--- src/rtl/cpu_csr_pkg.sv ---
// Shared machine-mode CSR definitions: addresses, mstatus fields,
// privilege encodings, exception codes and trap sequencer types.
package cpu_csr_pkg;

  localparam logic [11:0] CSR_MSTATUS = 12'h300;
  localparam logic [11:0] CSR_MTVEC   = 12'h305;
  localparam logic [11:0] CSR_MEPC    = 12'h341;
  localparam logic [11:0] CSR_MCAUSE  = 12'h342;
  localparam logic [11:0] CSR_MTVAL   = 12'h343;

  localparam int MSTATUS_MIE    = 3;
  localparam int MSTATUS_MPIE   = 7;
  localparam int MSTATUS_MPP_LO = 11;
  localparam int MSTATUS_MPP_HI = 12;

  localparam logic [1:0] PRIV_U = 2'b00;
  localparam logic [1:0] PRIV_S = 2'b01;
  localparam logic [1:0] PRIV_M = 2'b11;

  localparam logic [3:0] EXC_ILLEGAL_INSTR = 4'd2;

  typedef enum logic [1:0] {
    TRAP_IDLE,
    TRAP_COMMIT,
    TRAP_REDIRECT
  } trap_state_e;

  typedef enum logic {
    KIND_ENTRY,
    KIND_MRET
  } trap_kind_e;

endpackage

--- src/rtl/trap_mstatus_calc.sv ---
// Combinational mstatus update and next privilege for trap entry or MRET.
module trap_mstatus_calc
  import cpu_csr_pkg::*;
#(
  parameter int XLEN = 64
) (
  input  logic [XLEN-1:0] mstatus_i,
  input  logic [1:0]      priv_i,
  input  logic            is_mret_i,
  output logic [XLEN-1:0] mstatus_o,
  output logic [1:0]      priv_o
);

  // Entry stacks MIE into MPIE and records the trapped-from privilege in MPP;
  // MRET unstacks and returns to the privilege held in MPP.
  always_comb begin
    mstatus_o = mstatus_i;
    priv_o    = PRIV_M;
    if (is_mret_i) begin
      mstatus_o[MSTATUS_MIE]                   = mstatus_i[MSTATUS_MPIE];
      mstatus_o[MSTATUS_MPIE]                  = 1'b1;
      mstatus_o[MSTATUS_MPP_HI:MSTATUS_MPP_LO] = PRIV_U;
      priv_o                                   = mstatus_i[MSTATUS_MPP_HI:MSTATUS_MPP_LO];
    end else begin
      mstatus_o[MSTATUS_MPIE]                  = mstatus_i[MSTATUS_MIE];
      mstatus_o[MSTATUS_MIE]                   = 1'b0;
      mstatus_o[MSTATUS_MPP_HI:MSTATUS_MPP_LO] = priv_i;
      priv_o                                   = PRIV_M;
    end
  end

endmodule

--- src/rtl/trap_ctrl.sv ---
// Machine-mode trap sequencer: arbitrates exceptions and MRET, commits the
// CSR update values, then redirects the PC. Owns the current privilege.
module trap_ctrl
  import cpu_csr_pkg::*;
#(
  parameter int         XLEN       = 64,
  parameter logic [1:0] RESET_PRIV = 2'b11
) (
  input  logic            clk,
  input  logic            rst,
  input  logic            exc_req,
  input  logic [3:0]      exc_cause,
  input  logic [XLEN-1:0] exc_tval,
  input  logic [XLEN-1:0] exc_pc,
  input  logic            csr_exc_en,
  input  logic [3:0]      csr_exc_code,
  input  logic [XLEN-1:0] csr_exc_val,
  input  logic            mret_req,
  input  logic [XLEN-1:0] mstatus_in,
  input  logic [XLEN-1:0] mepc_in,
  input  logic [XLEN-1:0] mcause_in,
  input  logic [XLEN-1:0] mtval_in,
  input  logic [XLEN-1:0] mtvec_trap,
  output logic            trap_taken,
  output logic            trap_done,
  output logic [XLEN-1:0] mepc_next,
  output logic [XLEN-1:0] mcause_next,
  output logic [XLEN-1:0] mtval_next,
  output logic [XLEN-1:0] mstatus_next,
  output logic [1:0]      priv_lvl,
  output logic            redirect_valid,
  output logic [XLEN-1:0] redirect_pc,
  output logic            busy
);

  trap_state_e     state_q, state_d;
  trap_kind_e      kind_q, kind_d;
  logic [3:0]      cause_q, cause_d;
  logic [XLEN-1:0] tval_q, tval_d;
  logic [XLEN-1:0] pc_q, pc_d;
  logic [XLEN-1:0] mstatus_q, mstatus_d;
  logic [1:0]      priv_q;
  logic [XLEN-1:0] ms_calc;
  logic [1:0]      priv_calc;
  logic            unused_bits;

  // Direct-mode vectoring and word-aligned PCs never look at the low two bits.
  assign unused_bits = ^{mtvec_trap[1:0], pc_q[1:0]};

  trap_mstatus_calc #(.XLEN(XLEN)) u_mstatus_calc (
    .mstatus_i (mstatus_q),
    .priv_i    (priv_q),
    .is_mret_i (kind_q == KIND_MRET),
    .mstatus_o (ms_calc),
    .priv_o    (priv_calc)
  );

  // State register; reset always lands in IDLE so no pulse follows a reset.
  always_ff @(posedge clk) begin
    if (rst) state_q <= TRAP_IDLE;
    else     state_q <= state_d;
  end

  // Latched request record; only meaningful while COMMIT/REDIRECT are active.
  always_ff @(posedge clk) begin
    kind_q    <= kind_d;
    cause_q   <= cause_d;
    tval_q    <= tval_d;
    pc_q      <= pc_d;
    mstatus_q <= mstatus_d;
  end

  // Privilege changes only at the end of COMMIT.
  always_ff @(posedge clk) begin
    if (rst)                           priv_q <= RESET_PRIV;
    else if (state_q == TRAP_COMMIT)   priv_q <= priv_calc;
  end

  // Arbitration, next state and Moore outputs.
  always_comb begin
    state_d        = state_q;
    kind_d         = kind_q;
    cause_d        = cause_q;
    tval_d         = tval_q;
    pc_d           = pc_q;
    mstatus_d      = mstatus_q;
    trap_taken     = 1'b0;
    trap_done      = 1'b0;
    mepc_next      = '0;
    mcause_next    = '0;
    mtval_next     = '0;
    mstatus_next   = '0;
    redirect_valid = 1'b0;
    redirect_pc    = '0;
    unique case (state_q)
      TRAP_IDLE: begin
        if (exc_req || csr_exc_en || mret_req) begin
          state_d   = TRAP_COMMIT;
          mstatus_d = mstatus_in;
          kind_d    = KIND_ENTRY;
          pc_d      = exc_pc;
          if (exc_req) begin
            cause_d = exc_cause;
            tval_d  = exc_tval;
          end else if (csr_exc_en) begin
            cause_d = csr_exc_code;
            tval_d  = csr_exc_val;
          end else if (priv_q != PRIV_M) begin
            // MRET outside M-mode is an illegal instruction
            cause_d = EXC_ILLEGAL_INSTR;
            tval_d  = '0;
          end else begin
            kind_d  = KIND_MRET;
            cause_d = '0;
            tval_d  = '0;
            pc_d    = mepc_in;
          end
        end
      end
      TRAP_COMMIT: begin
        state_d      = TRAP_REDIRECT;
        mstatus_next = ms_calc;
        if (kind_q == KIND_ENTRY) begin
          trap_taken  = 1'b1;
          mepc_next   = {pc_q[XLEN-1:2], 2'b00};
          mcause_next = {{(XLEN-4){1'b0}}, cause_q};
          mtval_next  = tval_q;
        end else begin
          trap_done   = 1'b1;
          mepc_next   = mepc_in;
          mcause_next = mcause_in;
          mtval_next  = mtval_in;
        end
      end
      TRAP_REDIRECT: begin
        state_d        = TRAP_IDLE;
        redirect_valid = 1'b1;
        if (kind_q == KIND_ENTRY) redirect_pc = {mtvec_trap[XLEN-1:2], 2'b00};
        else                      redirect_pc = {pc_q[XLEN-1:2], 2'b00};
      end
      default: state_d = TRAP_IDLE;
    endcase
  end

  assign priv_lvl = priv_q;
  assign busy     = (state_q != TRAP_IDLE);

endmodule

--- config.mk ---
export PLATFORM = sky130hd
export DESIGN_NAME = trap_ctrl
export DESIGN_NICKNAME = d
export VERILOG_FILES = /design/src/rtl/cpu_csr_pkg.sv /design/src/rtl/trap_mstatus_calc.sv /design/src/rtl/trap_ctrl.sv
export SDC_FILE = /design/constraint.sdc
export NUM_CORES = 1
export LEC_CHECK = 0
export CORE_AREA = 3 3 335 337
export DETAILED_ROUTE_END_ITERATION = 16
export DIE_AREA = 0 0 338 340
export SLEW_MARGIN = 20
export SYNTH_ARGS = -nofsm -noshare
export SYNTH_HDL_FRONTEND = slang
export SYNTH_HIERARCHICAL = 1
export SYNTH_SLANG_ARGS = --single-unit
--- constraint.sdc ---
create_clock -name clk -period 32.3 [get_ports clk]
set_input_delay 9.69 -clock clk [delete_from_list [all_inputs] [get_ports clk]]
set_output_delay 9.69 -clock clk [all_outputs]
set_load 0.05 [all_outputs]
==> results.json, run 1 <==
{
  "globalRouteTotalUtil_pct": 11.18,
  "io_buffers": 844,
  "busiest_layer": "met2",
  "cp_max_fo": 1,
  "cts_hold_buf": 0,
  "grt_pass1_vias": 10930,
  "ys_ff_latch": 199,
  "setup_viol": 0,
  "ys_seq_area_share_pct": 49.57,
  "finClkSkew_ns": 0.01739,
  "avgViaCountPerCell": 3.324,
  "clk_pin_slew_ns": 0.08,
  "maxSlewHeadroom_pct": 29.59,
  "cts_tree": "built",
  "yosysTopAreaCellShare_pct": 48.90,
  "synth_area_leaders": "edfxtp_1, mux2i_1, mux2_4",
  "finalHoldViolCount": 0,
  "required_ns": 22.61,
  "min_period_ns": 21.26,
  "vias": 10770,
  "pin_count": 851,
  "startpoint_type": "primary input",
  "total_power_w": 0.0009452,
  "end_kind": "output port",
  "globalRouteMet3Util_pct": 3.171,
  "die_area_um2": 114900,
  "gr-usage-met1_pct": 13.06,
  "rsz0062_at_grt": "no",
  "rr_worst_depth": 4,
  "hold_class": "reg -> reg",
  "clkLatencyLatePin_ns": 0.50,
  "core_area_um2": 109200,
  "overflow": 0,
  "tns_ns": 0,
  "htreeDepth": 4,
  "post_cts_resized": 0,
  "drive_above_1_share_pct": 6.250,
  "finalNetCount": 2272,
  "fp-row-count": 121,
  "antenna_found_initial": 6,
  "endpoint": "redirect_pc[2]",
  "crit_type": "in -> out",
  "powerDensity_nw_per_um2": 42.77,
  "avgRoutedWirePerCell_um": 20.91,
  "r2r-end": "pc_q[3]",
  "cts_post_setup_buffers_inserted": 0,
  "drc": 0,
  "crit_start": "mtvec_trap[2]",
  "ant_nets": 0,
  "start_util_pct": 10.97,
  "p_leak_nw": 8.070,
  "syn_to_final_growth_pct": 84.57,
  "n_fill_cell": 11930,
  "run_status": "complete, no violations",
  "drt_iter0_drc": 492,
  "worstMarginPinSlew_ns": 1.056,
  "cts_sinks": 199,
  "grt_util_met2_pct": 19.90,
  "dp.final_hpwl_um": 55080,
  "maxSlewViolCount": 0,
  "ir_drop_mv": 0.03598,
  "syn_inst": 1015,
  "dr.pass1.iters": 5,
  "cts.path.max_buffers": 2,
  "root_buffer": "clkbuf_16",
  "syn-cell-area_um2": 11970,
  "avgSynthCellArea_um2": 11.80,
  "drt-total-wl_um": 67730,
  "gp_congestion": 0.8427,
  "reg2reg_from": "priv_lvl[0]",
  "grt_pass1_wl_um": 88220,
  "cp.arrival_ns": 11.57,
  "synth_top_area_cell": "edfxtp_1",
  "die_w_um": 338,
  "synth_cell_types": 28,
  "maxCapViolCount": 0,
  "fmax_mhz": 47.03,
  "grt_max_degree": 99,
  "timing.final.crit_share_pct": 65.83,
  "die_y_um": 340,
  "synth_warnings": 6,
  "r2r_setup_slack_ns": 29.09,
  "numCtsBuffers": 17
}
cell usage in the layout, fill, tap and decap left out:
cell type / n
and3b_1: 3
nand2b_4: 2
mux2i_1: 192
or2_1: 1
nor2b_4: 2
nand2_1: 1
clkinv_4: 4
nor2b_1: 3
a22o_1: 67
a211o_1: 2
nor2_1: 194
clkinv_8: 4
mux2_2: 3
o31ai_1: 1
and3_1: 62
clkbuf_16: 17
and2_1: 66
buf_4: 17
or2_2: 1
buf_2: 1
mux2_1: 9
inv_12: 1
diode_2: 3
inv_6: 2
nor2_4: 1
dfxtp_1: 4
nand2b_1: 2
nor3_1: 2
clkdlybuf4s50_1: 843
conb_1: 2
edfxtp_1: 195
mux2_4: 50
inv_1: 1
nor4bb_4: 1
inv_8: 4
registers in the layout, summed over array words and instances, names as in the netlist:
signal     flops
cause_q        4
kind_q         1
mstatus_q     64
pc_q          62
priv_lvl       2
state_q        2
tval_q        64
layout make-up:
cell class	count	area, um2	share of cell area (%)
timing repair buffer	861	8571	38.78
sequential	199	5936	26.86
multi-input combinational	667	5131	23.22
tap	1476	1847	8.356
clock buffer	17	425.4	1.925
clock inverter	15	178.9	0.8096
antenna	3	7.507	0.03397
inverter	1	3.754	0.01698
power by group:
part	switching (W)	total [W]	internal [W]	leakage, nW
Combinational	0.000216	0.000369	0.000153	5.80
Clock	0.000129	0.000234	0.000105	0.294
Sequential	0.0000189	0.000342	0.000323	1.98
Yosys cell counts:
| master | number |
|---|---|
| mux2i_1 | 192 |
| conb_1 | 1 |
| buf_8 | 1 |
| dfxtp_1 | 4 |
| or2_1 | 1 |
| edfxtp_1 | 195 |
| and3b_1 | 3 |
| nand2_1 | 1 |
| nand2b_1 | 4 |
| buf_12 | 5 |
| inv_1 | 1 |
| buf_6 | 2 |
| a211o_1 | 2 |
| mux2_1 | 9 |
| nor4bb_4 | 1 |
| clkbuf_1 | 43 |
| and3_1 | 62 |
| buf_2 | 36 |
| a22o_1 | 67 |
| mux2_4 | 50 |
| or2_2 | 1 |
| nor2b_1 | 5 |
| o31ai_1 | 1 |
| nor3_1 | 2 |
| nor2_1 | 195 |
| buf_4 | 62 |
| and2_1 | 66 |
| mux2_2 | 3 |
through the flow:
step                      setup WS, ns  hold slack, ns  area, um2  cells  utilization [%]
after floorplan                  12.22          0.6064      11980   1016                -
after global placement           10.94          0.5949      21490   3204            19.69
after detailed placement         10.95          0.5956      21490   3204            19.69
after CTS                        10.95          0.6204      22090   3236            20.24
after global routing             10.96          0.6369      22100   3238            20.24
final                            11.04          0.6098      22100   3239            20.25
worst max-delay path, stage by stage:
cell and delay (ns):
clkdlybuf4s50_1 0.40, mux2i_1 0.53, nor2_1 0.17, clkdlybuf4s50_1 0.77
layer usage:
| metal | share of wire [%] | wire [um] | vias up |
|---|---|---|---|
| met5 | 0.055 | 37 | - |
| met1 | 40 | 27360 | 5172 |
| met2 | 51 | 34310 | 496 |
| li1 | - | - | 5052 |
| met3 | 7.1 | 4829 | 42 |
| met4 | 1.8 | 1189 | 6 |
cells by family (layout without fill, tap and decap cells):
logic type / Yosys count / in the layout / share of synthesized area (%)
compound gates: 70 / 70 / 5.110
buf+inv: 150 / 894 / 7.921
flops: 199 / 199 / 49.57
mux: 254 / 254 / 23.45
other cells: 1 / 5 / 0.03132
simple gates: 341 / 341 / 13.92
how the worst min path moves through the flow:
stage             endpoint        start  slack (ns)  cells past startpoint
2_1_floorplan  priv_lvl[1]   state_q[0]        0.61                      2
3_3_place_gp   priv_lvl[1]  priv_lvl[1]        0.59                      1
3_5_place_dp   priv_lvl[1]  priv_lvl[1]        0.60                      1
4_1_cts        priv_lvl[1]  priv_lvl[1]        0.62                      1
5_1_grt        priv_lvl[1]  priv_lvl[1]        0.64                      1
6_report       priv_lvl[1]  priv_lvl[1]        0.61                      1
No activity file was read; power rests on OpenSTA's default activity.
==> inputs of run 2 (changes only) <==
--- a/config.mk
+++ b/config.mk
@@ -5,9 +5,9 @@
 export SDC_FILE = /design/constraint.sdc
 export NUM_CORES = 1
 export LEC_CHECK = 0
-export CORE_AREA = 3 3 335 337
+export CORE_AREA = 3 3 334 336
 export DETAILED_ROUTE_END_ITERATION = 16
-export DIE_AREA = 0 0 338 340
+export DIE_AREA = 0 0 337 339
 export SLEW_MARGIN = 20
 export SYNTH_ARGS = -nofsm -noshare
 export SYNTH_HDL_FRONTEND = slang
==> constraint.sdc (replaced) <==
create_clock -name clk -period 17.6 [get_ports clk]
set_input_delay 5.28 -clock clk [delete_from_list [all_inputs] [get_ports clk]]
set_output_delay 5.28 -clock clk [all_outputs]
set_load 0.05 [all_outputs]
==> run 2 against run 1 <==
Compared with the run above:
- first-iteration DRC count fell by 28%
- wire length rose by 6.3%
- sequential power rose by 85%
- die area fell by 0.59%
- sequential share of layout area rose by 0.12 points
- non-clock buffer count fell by 3
- via count barely moved
- critical path depth did not move
- combinational power rose by 84%
- sequential cell count did not move
- power rose by 85%
- final cell count fell by 2.0%
- largest cell class unchanged
==> results.json, run 2 (synthesis results as in run 1) <==
{
  "cts.path.max_buffers": 2,
  "numCtsBuffers": 17,
  "ir_drop_mv": 0.07353,
  "maxCapViolCount": 0,
  "overflow": 0,
  "grt_pass1_vias": 11250,
  "start_util_pct": 11.00,
  "clkLatencyLatePin_ns": 0.50,
  "post_cts_resized": 0,
  "crit_path_frequent_cell": "clkdlybuf4s50_1",
  "grt_max_degree": 112,
  "end_kind": "output port",
  "gr-usage-met1_pct": 13.88,
  "globalRouteMet3Util_pct": 4.316,
  "drc": 0,
  "grt_util_met2_pct": 20.67,
  "avgRoutedWirePerCell_um": 22.68,
  "grt_pass1_wl_um": 93830,
  "crit_type": "in -> out",
  "die_w_um": 337,
  "required_ns": 12.32,
  "fmax_mhz": 80.38,
  "p_leak_nw": 8.058,
  "globalRouteTotalUtil_pct": 12.12,
  "total_power_w": 0.001751,
  "gp_congestion": 0.8784,
  "die_area_um2": 114200,
  "ant_nets": 0,
  "cp_top_family": "buffers and inverters",
  "syn_to_final_growth_pct": 83.74,
  "worst_slack_ns": 5.159,
  "cts_post_setup_buffers_inserted": 0,
  "dpl-instance-area_um2": 21390,
  "p_int_w": 0.001066,
  "final_cell_mix": "clkdlybuf4s50_1, edfxtp_1, nor2_1",
  "busiest_layer": "met2",
  "drt_iter0_drc": 353,
  "die_y_um": 339,
  "vias": 10770,
  "cts_tree": "built",
  "pin_count": 851,
  "htreeDepth": 4,
  "hold_class": "reg -> reg",
  "maxSlewHeadroom_pct": 28.67,
  "dr.pass1.iters": 4,
  "fp-row-count": 121,
  "cp_max_fo": 1,
  "switching_share_pct": 39.11,
  "comb_power_share_pct": 38.8,
  "tns_ns": 0,
  "cp.arrival_ns": 7.16,
  "run_status": "complete, no violations",
  "cts_hold_buf": 0,
  "cts_sinks": 199,
  "clk_pin_slew_ns": 0.10,
  "finalNetCount": 2269,
  "powerDensity_nw_per_um2": 79.60,
  "top_regs": "mstatus_q x64, tval_q x64, pc_q x62",
  "timing.final.crit_share_pct": 70.69,
  "p_clk_share_pct": 25.0,
  "root_buffer": "clkbuf_16",
  "p_sw_w": 0.0006849,
  "antenna_found_initial": 16,
  "io_buffers": 844,
  "core_area_um2": 108900,
  "startpoint_type": "primary input",
  "n_fill_cell": 11870,
  "finClkSkew_ns": 0.01763,
  "maxSlewViolCount": 0,
  "drive_above_1_share_pct": 6.090,
  "setup_viol": 0,
  "rsz0062_at_grt": "no",
  "finalHoldViolCount": 0,
  "post-place-ws_ns": 5.148,
  "avgViaCountPerCell": 3.391,
  "hold_slack_ns": 0.7067,
  "crit_chain": "clkdlybuf4s50_1 > mux2i_1 > nor2_1 > clkdlybuf4s50_1",
  "final_common_cell": "clkdlybuf4s50_1",
  "fin_area_um2": 22000,
  "min_period_ns": 12.44,
  "cp_slowest_stage_delay_ns": 0.74,
  "seqPwrFrac_pct": 36.2,
  "drt-total-wl_um": 72000,
  "worstMarginPinSlew_ns": 1.070,
  "critPathBufInv": 2,
  "dp.final_hpwl_um": 58870,
  "slowest_stage": "clkdlybuf4s50_1"
}
run 2: final timing paths:
| check | cells past startpoint | start | slack (ns) | to |
|---|---|---|---|---|
| max | 4 | mtvec_trap[32] | 5.16 | redirect_pc[32] |
| min reg2reg | 3 | mstatus_q[11] | 0.71 | priv_lvl[0] |
| min | 3 | mstatus_q[11] | 0.71 | priv_lvl[0] |
| max reg2reg | 4 | state_q[1] | 14.28 | pc_q[50] |
run 2: final cells by class:
cell class                 count  area, um2  share of cell area (%)
antenna                        4      10.01                 0.04550
clock buffer                  17      425.4                   1.934
clock inverter                15      175.2                  0.7962
inverter                       1      3.754                 0.01706
multi-input combinational    667       5131                   23.32
sequential                   199       5936                   26.98
tap                         1414       1769                   8.041
timing repair buffer         858       8551                   38.86
run 2: per-layer routing:
metal  wire length [um]  up-vias
met1              28950     5104
met3               6106       73
li1                   -     5052
met4               2105       14
met5                 97        -
met2              34740      523
run 2: tightest hold or removal path, stage by stage, from the launching register on:
cell      delay, ns
edfxtp_1       0.33
nand2b_1       0.11
and3b_1        0.16
a211o_1        0.09
run 2: power groups by stage:
stage | sequential (W) | clock (W) | combinational [W]
floorplan | 0.000633 | 0 | 0.000399
finish | 0.000634 | 0.000438 | 0.000680
global placement | 0.000649 | 0 | 0.000688
CTS | 0.000639 | 0.000466 | 0.000691
global route | 0.000641 | 0.000477 | 0.000716
detailed placement | 0.000650 | 0 | 0.000689
run 2: through the flow:
step                      util [%]  cells
after floorplan                  -   1016
after global placement       19.65   3139
after detailed placement     19.65   3139
after CTS                    20.20   3171
after global routing         20.21   3174
final                        20.21   3175
==> patch (settings of run 2) <==
Re-encode `trap_state_e` (3 states) as one-hot, 3 bits wide.
--- a/src/rtl/cpu_csr_pkg.sv
+++ b/src/rtl/cpu_csr_pkg.sv
@@ -19,10 +19,10 @@
 
   localparam logic [3:0] EXC_ILLEGAL_INSTR = 4'd2;
 
-  typedef enum logic [1:0] {
-    TRAP_IDLE,
-    TRAP_COMMIT,
-    TRAP_REDIRECT
+  typedef enum logic [2:0] {
+    TRAP_IDLE     = 3'b001,
+    TRAP_COMMIT   = 3'b010,
+    TRAP_REDIRECT = 3'b100
   } trap_state_e;
 
   typedef enum logic {
Function: same outputs for any inputs over 4 cycles, from zero or initial values and one cycle with rst high; so few cycles prove little.
==> patch against run 2 <==
Combinational power down 16%. Maximum frequency is 0.27% higher. Power shrank 5.3%. Design area down 0.72%. Routed wire length down 5.2%. Critical path type unchanged. Via count decreased by 0.13%. Synthesized cell count up 0.49%. Area after synthesis decreased by 0.63%. First-iteration DRC count increased by 12%. Die area unchanged. Global-route usage fell by 0.65 points. Highest routed layer unchanged. Sequential cell count increased by 1. Worst setup slack better by 0.033 ns.
==> patch: results (changes against run 2) <==
drt:
  wirelength_met1_um: 27900  # -3.7%
  via_count_normalized_by_instance_count: 3.38  # -0.41%
  routed_wirelength_normalized_by_instance_count_um: 21.4  # -5.5%
  postRouteWirelength_um: 68200  # -5.2%
  drt_initial_violations: 397  # +12%
  wl_met3_um: 5250  # -14%
  routed-wl-met2_um: 33600  # -3.4%
power_and_ir_drop:
  p_leak_nw: 7.89  # -2.1%
  net-switching-power_mw: 0.598  # -13%
  highest_ir_drop_seen_on_vdd_v: 0.0000668  # -9.1%
outcome:
  outcome: "completed"
grt:
  grt_util_met2_pct: 19.8  # -0.84 points
  grt_first_pass_wirelength_um: 89900  # -4.2%
  grt_antenna_before_repair: 14  # -2
  grtUsageMet3_pct: 3.30  # -1.0 points
sta:
  min_period_ns: 12.41  # -0.0330 ns
  worstMarginPinSlew_ns: 1.10  # +0.0348 ns
placed_design:
  place.detailed.hpwl_um: 55200  # -6.2%
  detailedPlace.worstSlack_ns: 5.15  # +0.00312 ns
  weighted_congestion_at_the_end_of_routability_driven_global_placement: 0.805  # -8.3%
synth:
  ys_top_cells_by_area: "sky130_fd_sc_hd__edfxtp_1 49%, sky130_fd_sc_hd__mux2i_1 16%, sky130_fd_sc_hd__nor2_1 6.2%"
  synth.yosys.seq_area_share_pct: 50.1  # +0.48 points
worst_setup_path:
  r2r-end: "pc_q[13]"
  r2r_start: "priv_lvl[0]"
  cp_data_arrival_time_ns: 7.13  # -0.03 ns
  ff2ff_setup_slack_ns: 14.84  # +0.56 ns
finish:
  drive_above_1_share_pct: 3.29  # -2.8 points
  fin_nets: 2275  # +0.26%
clock_tree:
  path_clk_slew_ns: 0.08  # -0.02 ns
-- patch: worst min-delay path by stage --
stage | from | end | slack, ns | depth (start not counted)
2_1_floorplan | mstatus_q[11] | priv_lvl[0] | 0.55 | 3
3_3_place_gp | mstatus_q[11] | priv_lvl[0] | 0.58 | 3
3_5_place_dp | mstatus_q[11] | priv_lvl[0] | 0.58 | 3
4_1_cts | mstatus_q[11] | priv_lvl[0] | 0.60 | 3
5_1_grt | mstatus_q[11] | priv_lvl[0] | 0.64 | 3
6_report | mstatus_q[11] | priv_lvl[0] | 0.59 | 3
-- patch: cell families (layout without fill, tap and decap cells) --
logic type | after synthesis | count (layout) | synth area share (%)
AO/OA/AOI/OAI | 69 | 69 | 5.08
buffers and inverters | 154 | 896 | 8.65
flip-flops | 200 | 200 | 50.1
multiplexers | 256 | 256 | 22.2
other | 1 | 9 | 0.0315
AND/OR/NAND/NOR | 340 | 340 | 14.0
-- patch: worst min-delay path: stages, from the launching register on --
cell and delay (ns):
sky130_fd_sc_hd__edfxtp_1 0.32, sky130_fd_sc_hd__nand2b_1 0.09, sky130_fd_sc_hd__nor2_1 0.04, sky130_fd_sc_hd__mux2i_1 0.11
-- patch: power groups by stage --
stage               clock (mW)  combinational (mW)  sequential, mW
floorplan                    0               0.339           0.686
global placement             0               0.582           0.686
detailed placement           0               0.583           0.689
CTS                      0.443               0.585           0.678
global route             0.453               0.610           0.684
finish                   0.411               0.574           0.674
-- patch: area by class of cell --
cell class / instances / area [um2]
clock buffers: 18 / 429
repair buffers: 860 / 8600
inverters: 4 / 15.0
well taps: 1414 / 1770
clock inverters: 14 / 116
diodes: 7 / 17.5
multi-input cells: 667 / 4940
flip-flops and latches: 200 / 5960
fillers: 11900 / 87000
